===== src/rtl/register_status_file_if.sv =====
// Dispatcher/RoB-facing bus of the architectural register status file.
//   master : the dispatcher and RoB side. It drives rename, query and commit
//            and reads back the operand lookups.
//   slave  : the register status file.
// Signals:
//   rename_en/reg/index         : allocate rd to a new RoB entry
//   query_rs1/rs2               : source register lookups
//   rsN_busy/tag/data           : lookup result (tag valid when busy, data when !busy)
//   commit_en/reg/index/data    : RoB commit stream (RF_update_*)
interface register_status_file_if #(
  parameter int RoB_WIDTH = 3
);
  logic                 rename_en;
  logic [4:0]           rename_reg;
  logic [RoB_WIDTH-1:0] rename_index;
  logic [4:0]           query_rs1;
  logic [4:0]           query_rs2;
  logic                 rs1_busy;
  logic [RoB_WIDTH-1:0] rs1_tag;
  logic [31:0]          rs1_data;
  logic                 rs2_busy;
  logic [RoB_WIDTH-1:0] rs2_tag;
  logic [31:0]          rs2_data;
  logic                 commit_en;
  logic [4:0]           commit_reg;
  logic [RoB_WIDTH-1:0] commit_index;
  logic [31:0]          commit_data;

  modport master (
    output rename_en, rename_reg, rename_index, query_rs1, query_rs2,
           commit_en, commit_reg, commit_index, commit_data,
    input  rs1_busy, rs1_tag, rs1_data, rs2_busy, rs2_tag, rs2_data
  );

  modport slave (
    input  rename_en, rename_reg, rename_index, query_rs1, query_rs2,
           commit_en, commit_reg, commit_index, commit_data,
    output rs1_busy, rs1_tag, rs1_data, rs2_busy, rs2_tag, rs2_data
  );
endinterface


===== src/rtl/register_status_file.sv =====
// Architectural register file x0..x31 with per-register rename status.
// Retires the RoB commit stream into architectural state and serves the
// dispatcher with zero-latency operand lookups (value or RoB tag to wait on).
// Ports:
//   clk_in   : clock, all state on rising edge
//   rst_in   : asynchronous active-low reset
//   rdy_in   : global ready, low holds all state
//   flush_in : mispredict flush, clears all rename status
//   bus      : register_status_file_if.slave (rename / query / commit)
// Optional macro RF_DEBUG_PORT_EN adds debug_sel / debug_data /
// debug_commit_cnt (raw data read port and accepted-commit counter).

// One architectural register: value, busy flag, producing RoB tag.
// Write enables arrive already qualified by ready, x0 and register match.
module register_status_file_entry #(
  parameter int RoB_WIDTH = 3
) (
  input  logic                 clk_in,
  input  logic                 rst_in,
  input  logic                 commit_we,
  input  logic [RoB_WIDTH-1:0] commit_index,
  input  logic [31:0]          commit_data,
  input  logic                 rename_we,
  input  logic [RoB_WIDTH-1:0] rename_index,
  input  logic                 flush_we,
  output logic [31:0]          data_q,
  output logic                 busy_q,
  output logic [RoB_WIDTH-1:0] tag_q
);
  logic [31:0]          data_d;
  logic                 busy_d;
  logic [RoB_WIDTH-1:0] tag_d;

  always_comb begin
    data_d = commit_we ? commit_data : data_q;
    tag_d  = rename_we ? rename_index : tag_q;
    busy_d = busy_q;
    // Priority: a new rename wins over flush/commit. Only the commit that
    // matches the latest rename may clear busy, so a stale commit cannot
    // free a newer mapping.
    if (rename_we)                             busy_d = 1'b1;
    else if (flush_we)                         busy_d = 1'b0;
    else if (commit_we && tag_q == commit_index) busy_d = 1'b0;
  end

  always_ff @(posedge clk_in or negedge rst_in) begin
    if (!rst_in) begin
      data_q <= '0;
      busy_q <= 1'b0;
      tag_q  <= '0;
    end else begin
      data_q <= data_d;
      busy_q <= busy_d;
      tag_q  <= tag_d;
    end
  end
endmodule

module register_status_file #(
  parameter int RoB_WIDTH = 3,
  parameter int REG_COUNT = 32
) (
  input  logic                 clk_in,
  input  logic                 rst_in,
  input  logic                 rdy_in,
  input  logic                 flush_in,
  register_status_file_if.slave bus
`ifdef RF_DEBUG_PORT_EN
  ,
  input  logic [4:0]           debug_sel,
  output logic [31:0]          debug_data,
  output logic [31:0]          debug_commit_cnt
`endif
);
  typedef struct packed {
    logic                 busy;
    logic [RoB_WIDTH-1:0] tag;
    logic [31:0]          data;
  } rd_rsp_t;

  logic [REG_COUNT-1:0][31:0]          data_q;
  logic [REG_COUNT-1:0]                busy_q;
  logic [REG_COUNT-1:0][RoB_WIDTH-1:0] tag_q;

  logic commit_acc, rename_acc, flush_acc;

  assign commit_acc = rdy_in && bus.commit_en && (bus.commit_reg != 5'd0);
  assign rename_acc = rdy_in && bus.rename_en && !flush_in && (bus.rename_reg != 5'd0);
  assign flush_acc  = rdy_in && flush_in;

  // x0 has no storage.
  assign data_q[0] = '0;
  assign busy_q[0] = 1'b0;
  assign tag_q[0]  = '0;

  for (genvar r = 1; r < REG_COUNT; r++) begin : g_reg
    register_status_file_entry #(.RoB_WIDTH(RoB_WIDTH)) u_entry (
      .clk_in       (clk_in),
      .rst_in       (rst_in),
      .commit_we    (commit_acc && bus.commit_reg == 5'(r)),
      .commit_index (bus.commit_index),
      .commit_data  (bus.commit_data),
      .rename_we    (rename_acc && bus.rename_reg == 5'(r)),
      .rename_index (bus.rename_index),
      .flush_we     (flush_acc),
      .data_q       (data_q[r]),
      .busy_q       (busy_q[r]),
      .tag_q        (tag_q[r])
    );
  end

  // Lookup with commit bypass. A same-cycle rename is deliberately ignored:
  // sources are read against the mapping that existed before rd is renamed.
  function automatic rd_rsp_t lookup(input logic [4:0] r);
    rd_rsp_t rsp;
    rsp.busy = busy_q[r];
    rsp.tag  = tag_q[r];
    rsp.data = data_q[r];
    if (r == 5'd0) begin
      rsp = '0;
    end else if (busy_q[r] && bus.commit_en && bus.commit_reg == r &&
                 bus.commit_index == tag_q[r]) begin
      rsp.busy = 1'b0;
      rsp.data = bus.commit_data;
    end
    return rsp;
  endfunction

  rd_rsp_t rs1_rsp, rs2_rsp;

  always_comb begin
    rs1_rsp = lookup(bus.query_rs1);
    rs2_rsp = lookup(bus.query_rs2);
  end

  assign bus.rs1_busy = rs1_rsp.busy;
  assign bus.rs1_tag  = rs1_rsp.tag;
  assign bus.rs1_data = rs1_rsp.data;
  assign bus.rs2_busy = rs2_rsp.busy;
  assign bus.rs2_tag  = rs2_rsp.tag;
  assign bus.rs2_data = rs2_rsp.data;

`ifdef RF_DEBUG_PORT_EN
  logic [31:0] dbg_cnt_q, dbg_cnt_d;

  assign dbg_cnt_d = commit_acc ? dbg_cnt_q + 32'd1 : dbg_cnt_q;

  // Counts retirements, so flush leaves it alone.
  always_ff @(posedge clk_in or negedge rst_in) begin
    if (!rst_in) dbg_cnt_q <= '0;
    else         dbg_cnt_q <= dbg_cnt_d;
  end

  assign debug_data       = data_q[debug_sel];
  assign debug_commit_cnt = dbg_cnt_q;
`endif
endmodule


===== src/flat_wrapper.sv =====
// flat-port wrapper written by rule: the top's interface ports become plain ports
module register_status_file_flat 
#(
  parameter int RoB_WIDTH = 3,
  parameter int REG_COUNT = 32
)
  (clk_in, rst_in, rdy_in, flush_in, bus_rename_en, bus_rename_reg, bus_rename_index, bus_query_rs1, bus_query_rs2, bus_commit_en, bus_commit_reg, bus_commit_index, bus_commit_data, bus_rs1_busy, bus_rs1_tag, bus_rs1_data, bus_rs2_busy, bus_rs2_tag, bus_rs2_data);
  register_status_file_if #(.RoB_WIDTH(RoB_WIDTH)) bus_i ();
  input  logic clk_in;
  input  logic rst_in;
  input  logic rdy_in;
  input  logic flush_in;
  input wire logic [$bits(bus_i.rename_en)-1:0] bus_rename_en;
  input wire logic [$bits(bus_i.rename_reg)-1:0] bus_rename_reg;
  input wire logic [$bits(bus_i.rename_index)-1:0] bus_rename_index;
  input wire logic [$bits(bus_i.query_rs1)-1:0] bus_query_rs1;
  input wire logic [$bits(bus_i.query_rs2)-1:0] bus_query_rs2;
  input wire logic [$bits(bus_i.commit_en)-1:0] bus_commit_en;
  input wire logic [$bits(bus_i.commit_reg)-1:0] bus_commit_reg;
  input wire logic [$bits(bus_i.commit_index)-1:0] bus_commit_index;
  input wire logic [$bits(bus_i.commit_data)-1:0] bus_commit_data;
  output wire logic [$bits(bus_i.rs1_busy)-1:0] bus_rs1_busy;
  output wire logic [$bits(bus_i.rs1_tag)-1:0] bus_rs1_tag;
  output wire logic [$bits(bus_i.rs1_data)-1:0] bus_rs1_data;
  output wire logic [$bits(bus_i.rs2_busy)-1:0] bus_rs2_busy;
  output wire logic [$bits(bus_i.rs2_tag)-1:0] bus_rs2_tag;
  output wire logic [$bits(bus_i.rs2_data)-1:0] bus_rs2_data;
  assign bus_i.rename_en = bus_rename_en;
  assign bus_i.rename_reg = bus_rename_reg;
  assign bus_i.rename_index = bus_rename_index;
  assign bus_i.query_rs1 = bus_query_rs1;
  assign bus_i.query_rs2 = bus_query_rs2;
  assign bus_i.commit_en = bus_commit_en;
  assign bus_i.commit_reg = bus_commit_reg;
  assign bus_i.commit_index = bus_commit_index;
  assign bus_i.commit_data = bus_commit_data;
  assign bus_rs1_busy = bus_i.rs1_busy;
  assign bus_rs1_tag = bus_i.rs1_tag;
  assign bus_rs1_data = bus_i.rs1_data;
  assign bus_rs2_busy = bus_i.rs2_busy;
  assign bus_rs2_tag = bus_i.rs2_tag;
  assign bus_rs2_data = bus_i.rs2_data;
  register_status_file #(.RoB_WIDTH(RoB_WIDTH), .REG_COUNT(REG_COUNT)) u_core (.clk_in(clk_in), .rst_in(rst_in), .rdy_in(rdy_in), .flush_in(flush_in), .bus(bus_i));
endmodule

===== config.mk =====
export PLATFORM = sky130hd
export DESIGN_NAME = register_status_file_flat
export DESIGN_NICKNAME = d
export VERILOG_FILES = /design/src/rtl/register_status_file_if.sv /design/src/rtl/register_status_file.sv /design/src/flat_wrapper.sv
export SDC_FILE = /design/constraint.sdc
export NUM_CORES = 2
export LEC_CHECK = 0
export BUFFER_PORTS_ARGS = -buffer_cell sky130_fd_sc_hd__buf_2
export CAP_MARGIN = 20
export CORE_UTILIZATION = 58
export DETAILED_ROUTE_END_ITERATION = 10
export GPL_ROUTABILITY_DRIVEN = 0
export PLACE_DENSITY_LB_ADDON = 0.2
export SLEW_MARGIN = 20
export SYNTH_ARGS = -nofsm -noshare
export SYNTH_HDL_FRONTEND = slang
export SYNTH_SLANG_ARGS = --single-unit

===== constraint.sdc =====
create_clock -name clk_in -period 3.1 [get_ports clk_in]
set_input_delay 0.465 -clock clk_in [delete_from_list [all_inputs] [get_ports clk_in]]
set_output_delay 0.465 -clock clk_in [all_outputs]
set_load 0.02 [all_outputs]

* Word level (Yosys, flattened, before mapping) *
Cells that the tools add are included.

word-level totals
  bits in latches = 0
  memories = 0
  register bits = 1116
  output and inout bits = 72
  bits in read-only memories = 0
  RAM bits = 0
  bits of input ports = 64
  logic and storage cells = 448

operators by class
  bitwise operators = 0
  divide/modulo/power cells = 0
  multipliers = 0
  shift-type cells = 0
  eq/ne operators = 97
  reduce and logical (&&, ||, !) cells = 141
  multiplexer cells = 115
  order comparisons = 2
  add/subtract/negate cells = 0

operators by type and width
  kind                                                         count
  binary-select mux 32 bit (select 5 bit)                      2
  2-to-1 mux 32 bit                                            6
  equality test 5 bit (second input constant)                  32
  logical AND 1 bit                                            105
  equality test 3 bit                                          33
  2-to-1 mux 1 bit                                             99
  nonzero test 3 bit                                           31
  equality test 5 x 4 -> 1 bit (second input constant)         16
  equality test 5 x 3 -> 1 bit (second input constant)         8
  binary-select mux 3 bit (select 5 bit)                       2
  equality test 5 x 2 -> 1 bit (second input constant)         4
  less-than comparator 5 x 6 -> 1 bit (second input constant)  2
  2-to-1 mux 3 bit                                             4
  binary-select mux 1 bit (select 5 bit)                       2
  equality test 5 x 1 -> 1 bit (second input constant)         2
  equality test 5 bit                                          2
  logical NOT 5 bit                                            2
  nonzero test 5 bit                                           2
  logical NOT 1 bit                                            1

* Depth between registers and ports, before layout *
  depth in word-level cells = 7
  depth in mapped cells = 11

* Hierarchy *
A second synthesis with hierarchy kept.

second synthesis, totals
  cell total of the unflattened synthesis = 4047
  area, all modules = 66007.1 sq um

modules (own cells, without submodules)
  module                      times used  cells each  seq. area each (sq um)  area an instance (sq um)
  register_status_file_entry  31          81          900.9                   1502.7
  register_status_file        1           1536        0.0                     19423.6

* Least setup slack after synthesis *
No wires, ideal clock.

  kind = input-to-output
  start = input port bus_query_rs2[1]
  end = output port bus_rs2_data[0]
  required time = 2635 ps
  slack = -276 ps
  cell stages on the path = 9
  buffers on the path = 5
  arrival time = 2911 ps
  path through = buf_6 buf_6 buf_6 clkbuf_1 clkbuf_1 mux4_2 mux4_2 mux2_2 mux2_2

on the way
  cells in the longest elaborated chain, start to end = 7

ends and longest elaborated chain
  what                                                       RTL line                     RTL
  start: declaration                                         flat_wrapper.sv:17           input wire logic [$bits(bus_i.query_rs2)-1:0] bus_query_rs2;
  branches (longest 6 deep; another with 2-to-1 mux 32 bit)  -
  2-to-1 mux 32 bit (*)                                      register_status_file.sv:119  if (r == 5'd0) begin
  end: declaration                                           flat_wrapper.sv:27           output wire logic [$bits(bus_i.rs2_data)-1:0] bus_rs2_data;

Every way passes the cells marked *. The select of a mux whose other input is x is not followed.

* Worst setup path after layout *
  start = register u_core.g_reg[26].u_entry.tag_q[1]
  end = output port bus_rs2_data[17]

on the way
  cells in the longest elaborated chain, start to end = 6

ends and longest elaborated chain
  what                                    RTL line                     RTL
  start: declaration                      register_status_file.sv:28   output logic [RoB_WIDTH-1:0] tag_q
  start signal: assignment                register_status_file.sv:54   tag_q <= tag_d;
  binary-select mux 3 bit (select 5 bit)  register_status_file.sv:122  bus.commit_index == tag_q[r]) begin
  2-to-1 mux 3 bit (implied by the code)  register_status_file.sv:122
  equality test 3 bit                     register_status_file.sv:122
  logical AND 1 bit                       register_status_file.sv:121  end else if (busy_q[r] && bus.commit_en && bus.commit_reg == r &&
  2-to-1 mux 32 bit                       register_status_file.sv:121
  2-to-1 mux 32 bit                       register_status_file.sv:119

No other way between the ends. The select of a mux whose other input is x is not followed.

==> impl_metrics.py <==
metrics = {
    "run_status": {
        "outcome": "finished with violations",
        "violations": "DRC, setup timing",
    },
    "sta": {
        "relSlewSlack_pct": 41.2,
        "hold_ws_ns": 0.221,
        "hold_viol": 0,
        "fmax_mhz": 245,
        "finalCritPeriodShare_pct": 132,
        "finalSetupViolCount": 69,
        "timing.final.ws_setup_ns": -0.989,
        "grt_setup_unrepaired": "yes",
        "tightest_slew_ns": 0.883,
        "fin_tns_setup_ns": -57.67,
        "slew_viol_final": 0,
        "clock_skew_ns": 0.0146,
        "timing.final.crit_period_ns": 4.09,
    },
    "setup_path": {
        "cp.required_ns": 2.63,
        "worst_ep_arrival_time_ns": 3.62,
        "startpoint": "u_core.g_reg[26].u_entry.tag_q[1]",
        "criticalPathCategory": "register to primary output",
        "cp-start-kind": "register",
        "crit_fanout": 7,
        "critPathCaptureType": "primary output",
        "r2r_start": "u_core.g_reg[19].u_entry.tag_q[1]",
    },
    "pwr": {
        "leakage_nw": 32.1,
        "vdd_drop_max_v": 0.000493,
        "p_per_area_mw_per_mm2": 560,
    },
    "detailed_routing": {
        "avgViaCountPerCell": 6.94,
        "dr_total_vias": 40100,
        "initialDrtViolationCount": 3530,
        "wl_per_cell_um": 32.1,
        "ant_nets": 0,
        "drc": 16,
        "dr.pass1.iters": 8,
        "drt_wl_total_um": 185000,
    },
    "min_path": {
        "hold_start": "bus_rename_reg[2]",
        "hold_path_class": "primary input to register",
    },
    "clocking": {
        "cts_tree": "built",
        "clockBufferDepth": 3,
        "cts.clk_slew.worst_paths_ns": 0.06,
        "cts.sinks": 1116,
        "clk-insertion-delay-late_ns": 0.75,
        "cts_buffers": 118,
        "cts_root_buf": "clkbuf_16",
        "htree_levels": 3,
    },
    "synth": {
        "synth-edff-count": 0,
        "syn_area_per_cell_um2": 15.3,
        "synthArstFlopShare_pct": 100,
        "syn-num-nets": 4115,
        "ys_seq_elements": 1116,
        "yosysUniqueCellTypes": 69,
        "synth_cells": 4051,
        "yosysWarnings": 0,
        "synthFlopType": "dfrtp_1",
        "syn_area_mm2": 0.0620,
        "yosysSeqAreaShare_pct": 45.0,
    },
    "global_route": {
        "grt_pass1_wl_um": 279000,
        "grt_max_degree": 130,
        "track_usage_pct": 35.0,
        "grt_overflow": 0,
        "grt_pass1_vias": 41500,
        "grt_antenna_before_repair": 6,
    },
    "layout": {
        "final_common_cell": "mux2_2",
        "final_util_pct": 67.9,
        "final_nets": 4356,
        "fin_area_mm2": 0.0718,
        "syn2layout_area_growth_pct": 15.8,
        "drive_above_1_share_pct": 59.5,
        "final_cell_mix": "mux2_2, dfrtp_1, mux4_2",
    },
    "floorplan": {
        "ios": 136,
        "core_mm2": 0.106,
        "die_h_um": 329,
        "start_util_pct": 58.7,
        "die_w_um": 329,
        "dieArea_mm2": 0.108,
        "rows": 119,
    },
    "placed_design": {
        "dp_hpwl_um": 112000,
        "dp_slack_ns": -0.644,
        "io_buffers": 135,
        "dpl_cell_area_mm2": 0.0669,
    },
    "job": {
        "drv_cap": 0,
    },
}
-- power by group --
group | internal [W] | leakage (nW) | total, W | switching (W)
Sequential | 0.0164 | 14.9 | 0.0178 | 0.00140
Combinational | 0.00459 | 15.3 | 0.00770 | 0.00311
Clock | 0.00857 | 1.97 | 0.0147 | 0.00616
Total | 0.0296 | 32.1 | 0.0402 | 0.0107
-- through the flow --
stage | total power (W) | std cells
after floorplan | 0.0230 | 4051
after global placement | 0.0251 | 5541
after detailed placement | 0.0254 | 5541
after CTS | 0.0402 | 5774
after global routing | 0.0416 | 5779
final | 0.0402 | 5781
-- final timing paths --
path / endpoint / slack, ns / cells past startpoint
hold reg to reg: u_core.g_reg[18].u_entry.data_q[11] / 0.52 / 1
min in group asynchronous: u_core.g_reg[24].u_entry.data_q[6] / 0.28 / 2
hold / removal: u_core.g_reg[28].u_entry.busy_q / 0.22 / 3
max in group asynchronous: u_core.g_reg[24].u_entry.data_q[11] / 1.69 / 3
setup / recovery: bus_rs2_data[17] / -0.99 / 10
setup reg to reg: u_core.g_reg[19].u_entry.busy_q / 1.47 / 5
-- logic make-up after synthesis --
kind of cell           after synthesis  synth area share [%]
flip-flops                        1116                  45.0
AO/OA/AOI/OAI                      143                  1.75
XOR/XNOR                           104                  1.48
multiplexers                      1909                  46.1
AND/OR/NAND/NOR                    357                  2.70
buffers and inverters              422                  2.99
-- synthesized netlist by cell type, types with 5 or more instances --
cell       number  area share, %
a31o_2         18           0.25
mux2_4         58            1.4
o21ai_0        43           0.35
nor3_1         12          0.097
buf_4          14           0.17
o2bb2ai_1      32           0.45
mux2i_1       104            1.7
clkbuf_1      285            1.7
nand4_1        22           0.22
inv_1           7          0.042
o22ai_1         6          0.061
nand3_1        26           0.21
xnor2_1        62           0.88
nor3b_1         6          0.073
buf_6          17           0.31
mux2_2       1126             20
nand2b_1       15           0.15
nor4_1         11           0.11
nor2b_1        13           0.13
buf_1          41           0.25
or3_1           5          0.050
nor2_1        141           0.85
buf_2          52           0.42
mux4_2        616             22
nand2_1        86           0.52
xor2_1         41           0.58
dfrtp_1      1116             45
-- layout make-up --
cell class,count,area (µm²)
Fill cell,7164,33900
Tap cell,1391,1740
Sequential cell,1116,27900
Antenna cell,2,5.00
Clock buffer,181,3530
Inverter,11,46.3
Timing Repair Buffer,532,5390
Clock inverter,35,480
Multi-Input combinational cell,2513,32700
-- what timing repair did --
item | CTS | global route
hold buffers | 1 | 0
endpoints found under the setup margin | 69 | 68
gates cloned | 5 | 0
hold endpoints to repair | 17 | 0
gates resized for setup | 111 | 86
buffers inserted | 14 | 11
pin swaps | 17 | 12
-- worst max-delay path, cell delays in order (launching register included) --
cell and delay (ns):
dfrtp_1 0.44, mux4_2 0.52, o21ai_2 0.17, nor2_2 0.08, nor4_2 0.25, o211ai_2 0.15, nor4b_4 0.37, buf_6 0.22
buf_12 0.18, mux2_4 0.32, buf_6 0.13
-- layer usage --
metal,wire [µm],vias to the layer above,track usage (%)
li1,-,16100,-
met1,73800,21700,49.0
met2,88300,1887,54.6
met3,15700,423,7.19
met4,7450,8,13.3
met5,46,-,0
-- registers in the layout, indices dropped and copies added (netlist names) --
| register | count |
|---|---|
| u_core.g.u_entry.busy_q | 31 |
| u_core.g.u_entry.data_q | 992 |
| u_core.g.u_entry.tag_q | 93 |
Power figures use the tool's default switching activity.
